File: config.mk
export PLATFORM = sky130hd
export DESIGN_NAME = pipe_ctrl_regs
export DESIGN_NICKNAME = d
export VERILOG_FILES = /design/src/rtl/cpu_pkg.sv /design/src/rtl/pipe_ctrl_regs_sat_counter.sv /design/src/rtl/pipe_ctrl_regs.sv
export SDC_FILE = /design/constraint.sdc
export NUM_CORES = 1
export LEC_CHECK = 0
export CORE_MARGIN = 2
export CORE_UTILIZATION = 40
export DETAILED_ROUTE_END_ITERATION = 6
export GPL_TIMING_DRIVEN = 0
export PLACE_DENSITY_LB_ADDON = 0.25
export RECOVER_POWER = 50
export SYNTH_ARGS = -nofsm -noshare
export SYNTH_HDL_FRONTEND = slang
export SYNTH_SLANG_ARGS = --single-unit
File: constraint.sdc
create_clock -name clock -period 2.1 [get_ports clock]
set_input_delay 0.42 -clock clock [delete_from_list [all_inputs] [get_ports clock]]
set_output_delay 0.42 -clock clock [all_outputs]
set_load 0.01 [all_outputs]
File: src/rtl/cpu_pkg.sv
// Shared CPU definitions: register-number constants, ALU control
// encodings and the per-stage pipeline control word.
package cpu_pkg;

    localparam int RW       = 5;
    localparam int LINK_REG = 31;

    // ALU control encodings; the don't-care upper bit is written as 0.
    localparam logic [3:0] ALU_ADD = 4'b0000;
    localparam logic [3:0] ALU_SUB = 4'b0100;
    localparam logic [3:0] ALU_AND = 4'b0001;
    localparam logic [3:0] ALU_OR  = 4'b0101;
    localparam logic [3:0] ALU_XOR = 4'b0010;
    localparam logic [3:0] ALU_LUI = 4'b0110;
    localparam logic [3:0] ALU_SLL = 4'b0011;
    localparam logic [3:0] ALU_SRL = 4'b0111;
    localparam logic [3:0] ALU_SRA = 4'b1111;

    // Control word carried across the ID/EXE boundary.
    typedef struct packed {
        logic       wreg;
        logic       m2reg;
        logic       wmem;
        logic       jal;
        logic       aluimm;
        logic       shift;
        logic [3:0] aluc;
    } ctrl_t;

    // A bubble is an all-zero control word: it writes nothing anywhere.
    localparam ctrl_t CTRL_BUBBLE = '0;

endpackage

File: src/rtl/pipe_ctrl_regs_sat_counter.sv
// Saturating up-counter used for the pipeline hazard statistics.
module sat_counter #(
    parameter int CW = 16
) (
    input  logic          clock,
    input  logic          reset,
    input  logic          inc,
    output logic [CW-1:0] count
);

    logic [CW-1:0] r_count;

    // Count qualifying cycles, sticking at all-ones instead of wrapping.
    always_ff @(posedge clock or posedge reset) begin
        if (reset) begin
            r_count <= '0;
        end else if (inc && (r_count != '1)) begin
            // NOTE: clocked state uses non-blocking assignments so every
            // register samples pre-edge values regardless of block order.
            r_count <= r_count + 1'b1;
        end
    end

    assign count = r_count;

endmodule

File: src/rtl/pipe_ctrl_regs.sv
// Pipeline control-register chain: carries the decode control word and
// destination register through ID/EXE, EXE/MEM and MEM/WB, inserts a
// bubble on load-use stalls, flags branch-shadow squashes and keeps two
// saturating hazard counters.
module pipe_ctrl_regs #(
    parameter int RW       = cpu_pkg::RW,
    parameter int CW       = 16,
    parameter int LINK_REG = cpu_pkg::LINK_REG
) (
    input  logic          clock,
    input  logic          reset,
    input  logic          d_wreg,
    input  logic          d_m2reg,
    input  logic          d_wmem,
    input  logic          d_regrt,
    input  logic          d_jal,
    input  logic [3:0]    d_aluc,
    input  logic          d_aluimm,
    input  logic          d_shift,
    input  logic [RW-1:0] d_rt,
    input  logic [RW-1:0] d_rd,
    input  logic [1:0]    d_pcsource,
    input  logic          wpcir,
    output logic          ewreg,
    output logic          em2reg,
    output logic          ewmem,
    output logic [3:0]    ealuc,
    output logic          ealuimm,
    output logic          eshift,
    output logic          ejal,
    output logic [RW-1:0] ern,
    output logic          ebubble,
    output logic          mwreg,
    output logic          mm2reg,
    output logic          mwmem,
    output logic [RW-1:0] mrn,
    output logic          wwreg,
    output logic          wm2reg,
    output logic [RW-1:0] wrn,
    output logic [CW-1:0] stall_cnt,
    output logic [CW-1:0] bubble_cnt
);

    import cpu_pkg::*;

    ctrl_t         w_d_ctrl;
    logic [RW-1:0] w_d_rn;

    ctrl_t         r_e_ctrl;
    logic [RW-1:0] r_e_rn;
    logic          r_ebubble;

    logic          r_m_wreg;
    logic          r_m_m2reg;
    logic          r_m_wmem;
    logic [RW-1:0] r_m_rn;

    logic          r_w_wreg;
    logic          r_w_m2reg;
    logic [RW-1:0] r_w_rn;

    // Pack the decode control word and pick the destination register.
    always_comb begin
        // NOTE: every combinational output gets a value on every path,
        // otherwise synthesis infers a latch.
        w_d_ctrl        = CTRL_BUBBLE;
        w_d_ctrl.wreg   = d_wreg;
        w_d_ctrl.m2reg  = d_m2reg;
        w_d_ctrl.wmem   = d_wmem;
        w_d_ctrl.jal    = d_jal;
        w_d_ctrl.aluimm = d_aluimm;
        w_d_ctrl.shift  = d_shift;
        w_d_ctrl.aluc   = d_aluc;
        w_d_rn          = d_jal ? RW'(LINK_REG) : (d_regrt ? d_rt : d_rd);
    end

    // ID/EXE: load decode fields, or force an all-zero bubble on a stall so
    // that nothing from the stalled decode slot (even X) leaks forward.
    always_ff @(posedge clock or posedge reset) begin
        if (reset) begin
            r_e_ctrl  <= CTRL_BUBBLE;
            r_e_rn    <= '0;
            r_ebubble <= 1'b0;
        end else if (wpcir) begin
            r_e_ctrl  <= w_d_ctrl;
            r_e_rn    <= w_d_rn;
            r_ebubble <= |d_pcsource;
        end else begin
            r_e_ctrl  <= CTRL_BUBBLE;
            r_e_rn    <= '0;
            r_ebubble <= 1'b0;
        end
    end

    // EXE/MEM and MEM/WB: unconditional one-cycle shift, never holding.
    always_ff @(posedge clock or posedge reset) begin
        if (reset) begin
            r_m_wreg  <= 1'b0;
            r_m_m2reg <= 1'b0;
            r_m_wmem  <= 1'b0;
            r_m_rn    <= '0;
            r_w_wreg  <= 1'b0;
            r_w_m2reg <= 1'b0;
            r_w_rn    <= '0;
        end else begin
            r_m_wreg  <= r_e_ctrl.wreg;
            r_m_m2reg <= r_e_ctrl.m2reg;
            r_m_wmem  <= r_e_ctrl.wmem;
            r_m_rn    <= r_e_rn;
            r_w_wreg  <= r_m_wreg;
            r_w_m2reg <= r_m_m2reg;
            r_w_rn    <= r_m_rn;
        end
    end

    sat_counter #(.CW(CW)) u_stall_cnt (
        .clock (clock),
        .reset (reset),
        .inc   (~wpcir),
        .count (stall_cnt)
    );

    sat_counter #(.CW(CW)) u_bubble_cnt (
        .clock (clock),
        .reset (reset),
        .inc   (r_ebubble),
        .count (bubble_cnt)
    );

    assign ewreg   = r_e_ctrl.wreg;
    assign em2reg  = r_e_ctrl.m2reg;
    assign ewmem   = r_e_ctrl.wmem;
    assign ealuc   = r_e_ctrl.aluc;
    assign ealuimm = r_e_ctrl.aluimm;
    assign eshift  = r_e_ctrl.shift;
    assign ejal    = r_e_ctrl.jal;
    assign ern     = r_e_rn;
    assign ebubble = r_ebubble;
    assign mwreg   = r_m_wreg;
    assign mm2reg  = r_m_m2reg;
    assign mwmem   = r_m_wmem;
    assign mrn     = r_m_rn;
    assign wwreg   = r_w_wreg;
    assign wm2reg  = r_w_m2reg;
    assign wrn     = r_w_rn;

endmodule

# Yosys cells after proc, flatten, opt, wreduce, memory -nomap -nowiden
# Cells that the tools add are included.
# W data, S select, Z words.
[op_classes] n_addsub=2 n_reduce_logical=3 muxes=5 n_eq_ne=2 bitwise_logic=1
[ops] cell="$add A16 B1 Y16 const B" count=2
[ops] cell="$ne A16 B16 Y1 const B" count=2
[ops] cell="$mux W5" count=3
[ops] cell="$mux W10" count=1
[ops] cell="$logic_and A1 B1 Y1" count=2
[ops] cell="$reduce_or A2 Y1" count=1
[ops] cell="$mux W1" count=1
[ops] cell="$not A1 Y1" count=1
[totals] inputBits=26 ff_bits=63 out_inout_bits=63 elab_cells=31

# Logic depth before layout (Yosys ltp)
[depth] word_depth=3 mapped_depth=5 ltp_nobuf=5

# Hierarchy
# A second synthesis with hierarchy kept.
[unflattened] hier_cells=199 area_unflattened_um2=2552.4
[by_module_without_submodules] mod="sat_counter" n_inst=2 cells_each=71 area_each_um2=805.8
[by_module_without_submodules] mod="pipe_ctrl_regs" n_inst=1 cells_each=57 area_each_um2=940.9

# Worst setup path after synthesis
# OpenSTA, ideal clock, no wires.
[synth_timing] path_type="register to register" startpoint="register u_bubble_cnt.r_count[0], in the netlist u_bubble_cnt.count[0]" endpoint="register u_bubble_cnt.r_count[1], in the netlist u_bubble_cnt.count[1]" arrival_ps=1744 setup_slack_ps=231 setup_time_ps=125 n_path_buf=0 path_stages_with_launch=5 cell_sequence="dfrtp_1 -> ha_1 -> nand4_4 -> o41ai_4 -> mux2_4"
[synth_via] elab_chain_cells=2 word_cells_on_any_way=3
[synth_rtl] item="start: declaration" line_no="pipe_ctrl_regs_sat_counter.sv:11" text="logic [CW-1:0] r_count;"
[synth_rtl] item="start signal: assignment" line_no="pipe_ctrl_regs_sat_counter.sv:20" text="r_count <= r_count + 1'b1;"
[synth_rtl] item="branches (longest 2 deep; another with $add A16 B1 Y16)"
# Parallel ways; which one is timed is not known.
# A chain may end at the register's enable or synchronous reset.

# Worst setup path in the final report
# Same ends and word-level chain as after synthesis.

==> results.md <==
* Vias in the first global route at approximately 1900
* Final Core Density at around 62%
* Final hold slack at 373 ps
* Clk network pwr share at 31.6%
* Top sig layer: met4
* Cell area after synthesis at ~2500 um^2
* Grt ovf at 0
* Met3 wire len at about 350 um
* Max-Cap Viols at 0
* Later-pin clock latency in the skew report at between 300 and 400 ps
* Startpoint types: flip-flop
* RSZ-0062 raised after global routing: no
* Worst R2R Setup Slack at 110 ps
* Worst r2r src: u_bubble_cnt.count[0]
* Syn Nets at 232
* Worst hold path cell count at 0
* Antenna viol nets, final at 0
* Internal Power at between 2000 and 2500 uW
* WL final at approximately 5.3 mm
* Cell family with most CP delay: compound AO/OA/AOI/OAI gates
* Worst VDD drop at 0.532 mV
* Die ar. at approximately 7000 um^2
* Core area at ~6000 um^2
* LEAKAGE at between 0.0015 and 0.002 uW
* R2R Path End: u_bubble_cnt.count[1]
* Clk root buf: clkbuf_8
* Vias at approximately 1900
* # clock sinks at 63
* Final setup vio count at 0
* WHS Endpoint: wrn[0]
* Cts bufs inserted at 9
* Cell Pwr Density at 919 nW/um^2
* I/O Buffers at 87
* Via density at about 5.0
* Pre-CTS setup slack at around 2.6 ps
* R2r worst-path depth at 4
* Combinational group share of total power at about 22%
* Drt initial violations at 58
* Fin crit period at about 2000 ps
* Critical-path cell list: ha_1, nand4_4, o41ai_4, mux2_4
* Most common cell after layout, fill and taps aside: clkdlybuf4s50_1
* DRT Pass-1 Iters at 4
* RePlAce Congestion at roughly 0.81
* CP arrival at between 2000 and 2500 ps
* Ys Warns at 0
* Worst hold start: mrn[0]
* Initial Util at around 42%
* Met2 wire len at roughly 2.7 mm
* Crit-path max cell delay at slightly below 700 ps
* Synth top area share at 62.5%
* CP bufs+invs at 0
* Sw Pwr at about 1000 uW
* Layout cells sized above 1 at under 10%
* Switch share at ~29%
* Top_reg_cell synth: dfrtp_1
* Number of synthesized register bits at 63
* Max H-tree Level at 3
* Initial antenna violation count at 0
* Clock slew seen by the registers of the worst setup and hold paths at approximately 70 ps
* HP Class: flip-flop to flip-flop
* Critical path depth in cells at 4
* Tot GR Track Use at around 16%
* Slew HR at 20.3%
* Post-DP HPWL at around 3.8 mm
* Area growth syn-to-layout at 47.5%
* Layout Nets at around 330
* Post-synth EDFFs at 0
* Worst Tran Pin Value at 1190 ps
* Ant diodes at 0
* Commonest cells after routing, fill and taps aside: clkdlybuf4s50_1, dfrtp_1, xor2_1, nor2_1, nand2_1
* Ys async rst share at 100%
* Final Worst Setup Slack at between 100 and 150 ps
* Final hold vios at 0
* CTS Buffer Depth at 2
* # DRC at 0
* CTS tree: built
* Die Wd at approximately 83 um
* Sequential area share after synthesis at a little over three fifths
* Max Clock Skew at roughly 7.3 ps
* PnR Total Power at 3420 uW
* Post-Synthesis Cells at between 200 and 250
* Status: complete, no violations
* Worst path slowest cell: o41ai_4
* Synth cell types at 37
* Synth top area cells: dfrtp_1, xor2_1, mux2i_1
* Max Clk Rate at between 500 and 600 MHz
* Synth Area per Inst at 12.4 um^2
* CP endpoint kind: flip-flop
* Worst EP required at roughly 2300 ps
* Synth area leader: dfrtp_1
* Crit path kind: flip-flop to flip-flop
* Largest net degree at the start of global routing at 35
* Row count at 28
* Placed Cells at approximately 370
* DIE HEIGHT at 83.4 um
* Met1 wire length at 2.28 mm
* Wire per inst at 14.0 um
* Post-CTS Setup Bufs at 0
* First-pass GRT wire length at ~9 mm
* Final period util at between 90% and 100%
* Ports at ~90
* Seq pwr share at roughly 46%
* Max-slew violations at 0
* Maximum fanout along the worst path at 9
* Non-Filler Instances at between 300 and 400
-- synthesized netlist by cell type (2+ instances only) --
cell,number
dfrtp_1,63
xor2_1,17
nor2_1,16
nand2_1,13
and2_1,9
inv_1,8
nand4_1,8
a21oi_1,7
nand3_1,7
mux2i_1,6
nor4_1,6
xnor2_1,6
nor3_1,5
o21ai_0,3
and3_1,2
and4_1,2
and4b_1,2
clkbuf_1,2
ha_1,2
mux2_2,2
nor3_2,2
-- power by group through the flow --
stage	Combinational (uW)	Sequential (uW)	Clock (uW)
3_3_place_gp	756	1590	0
5_1_grt	827	1600	1160
6_report	766	1570	1080
3_5_place_dp	774	1590	0
2_1_floorplan	274	1640	0
4_1_cts	779	1570	1110
-- metrics by stage --
stage               area [um^2]  setup TNS, ps
finish                     3720              0
global route               3720              0
CTS                        3710              0
detailed placement         3510              0
global placement           3490         -62380
floorplan                  2520              0
-- layout make-up --
| class | count | area, um^2 |
|---|---|---|
| Clock inverter | 6 | 68.8 |
| Timing Repair Buffer | 88 | 891 |
| Tap cell | 75 | 93.8 |
| Sequential cell | 63 | 1580 |
| Multi-Input combinational cell | 129 | 906 |
| Inverter | 9 | 33.8 |
| Fill cell | 497 | 2270 |
| Clock buffer | 10 | 138 |
| Buffer | 3 | 12.5 |
-- cells by family after synthesis --
| kind of cell | synth area share (%) |
|---|---|
| simple gates | 17.8 |
| buf+inv | 1.84 |
| fa+ha+maj | 0.992 |
| compound gates | 4.61 |
| xor+xnor | 7.99 |
| mux | 4.32 |
| flops | 62.5 |
-- worst max-delay path by stage --
stage / from / end / slack [ps]
2_1_floorplan: reset / ealuc[0] / 110
3_3_place_gp: reset / u_bubble_cnt.count[1] / -990
3_5_place_dp: wpcir / u_stall_cnt.count[15] / 3
4_1_cts: u_bubble_cnt.count[0] / u_bubble_cnt.count[1] / 100
5_1_grt: u_bubble_cnt.count[0] / u_bubble_cnt.count[1] / 20
6_report: u_bubble_cnt.count[0] / u_bubble_cnt.count[1] / 110
-- flip-flops by register name, summed over array words and instances, names as in the netlist, 4 cells and up --
register / count
mrn: 5
wrn: 5
u_bubble_cnt.count: 16
ealuc: 4
u_stall_cnt.count: 16
ern: 5
-- timing repair --
item,CTS,global route
resized for setup,0,1
endpoints found under the hold margin,0,0
endpoints found under the setup margin,0,1
hold buffers,0,0
-- per-layer routing --
layer | vias to the layer above | global-route usage (%)
met4 | 0 | 6.60
met1 | 938 | 18.7
li1 | 915 | -
met2 | 73 | 27.3
met3 | 7 | 5.67
met5 | - | 0
Note: power is estimated with default switching activity, not from simulation.
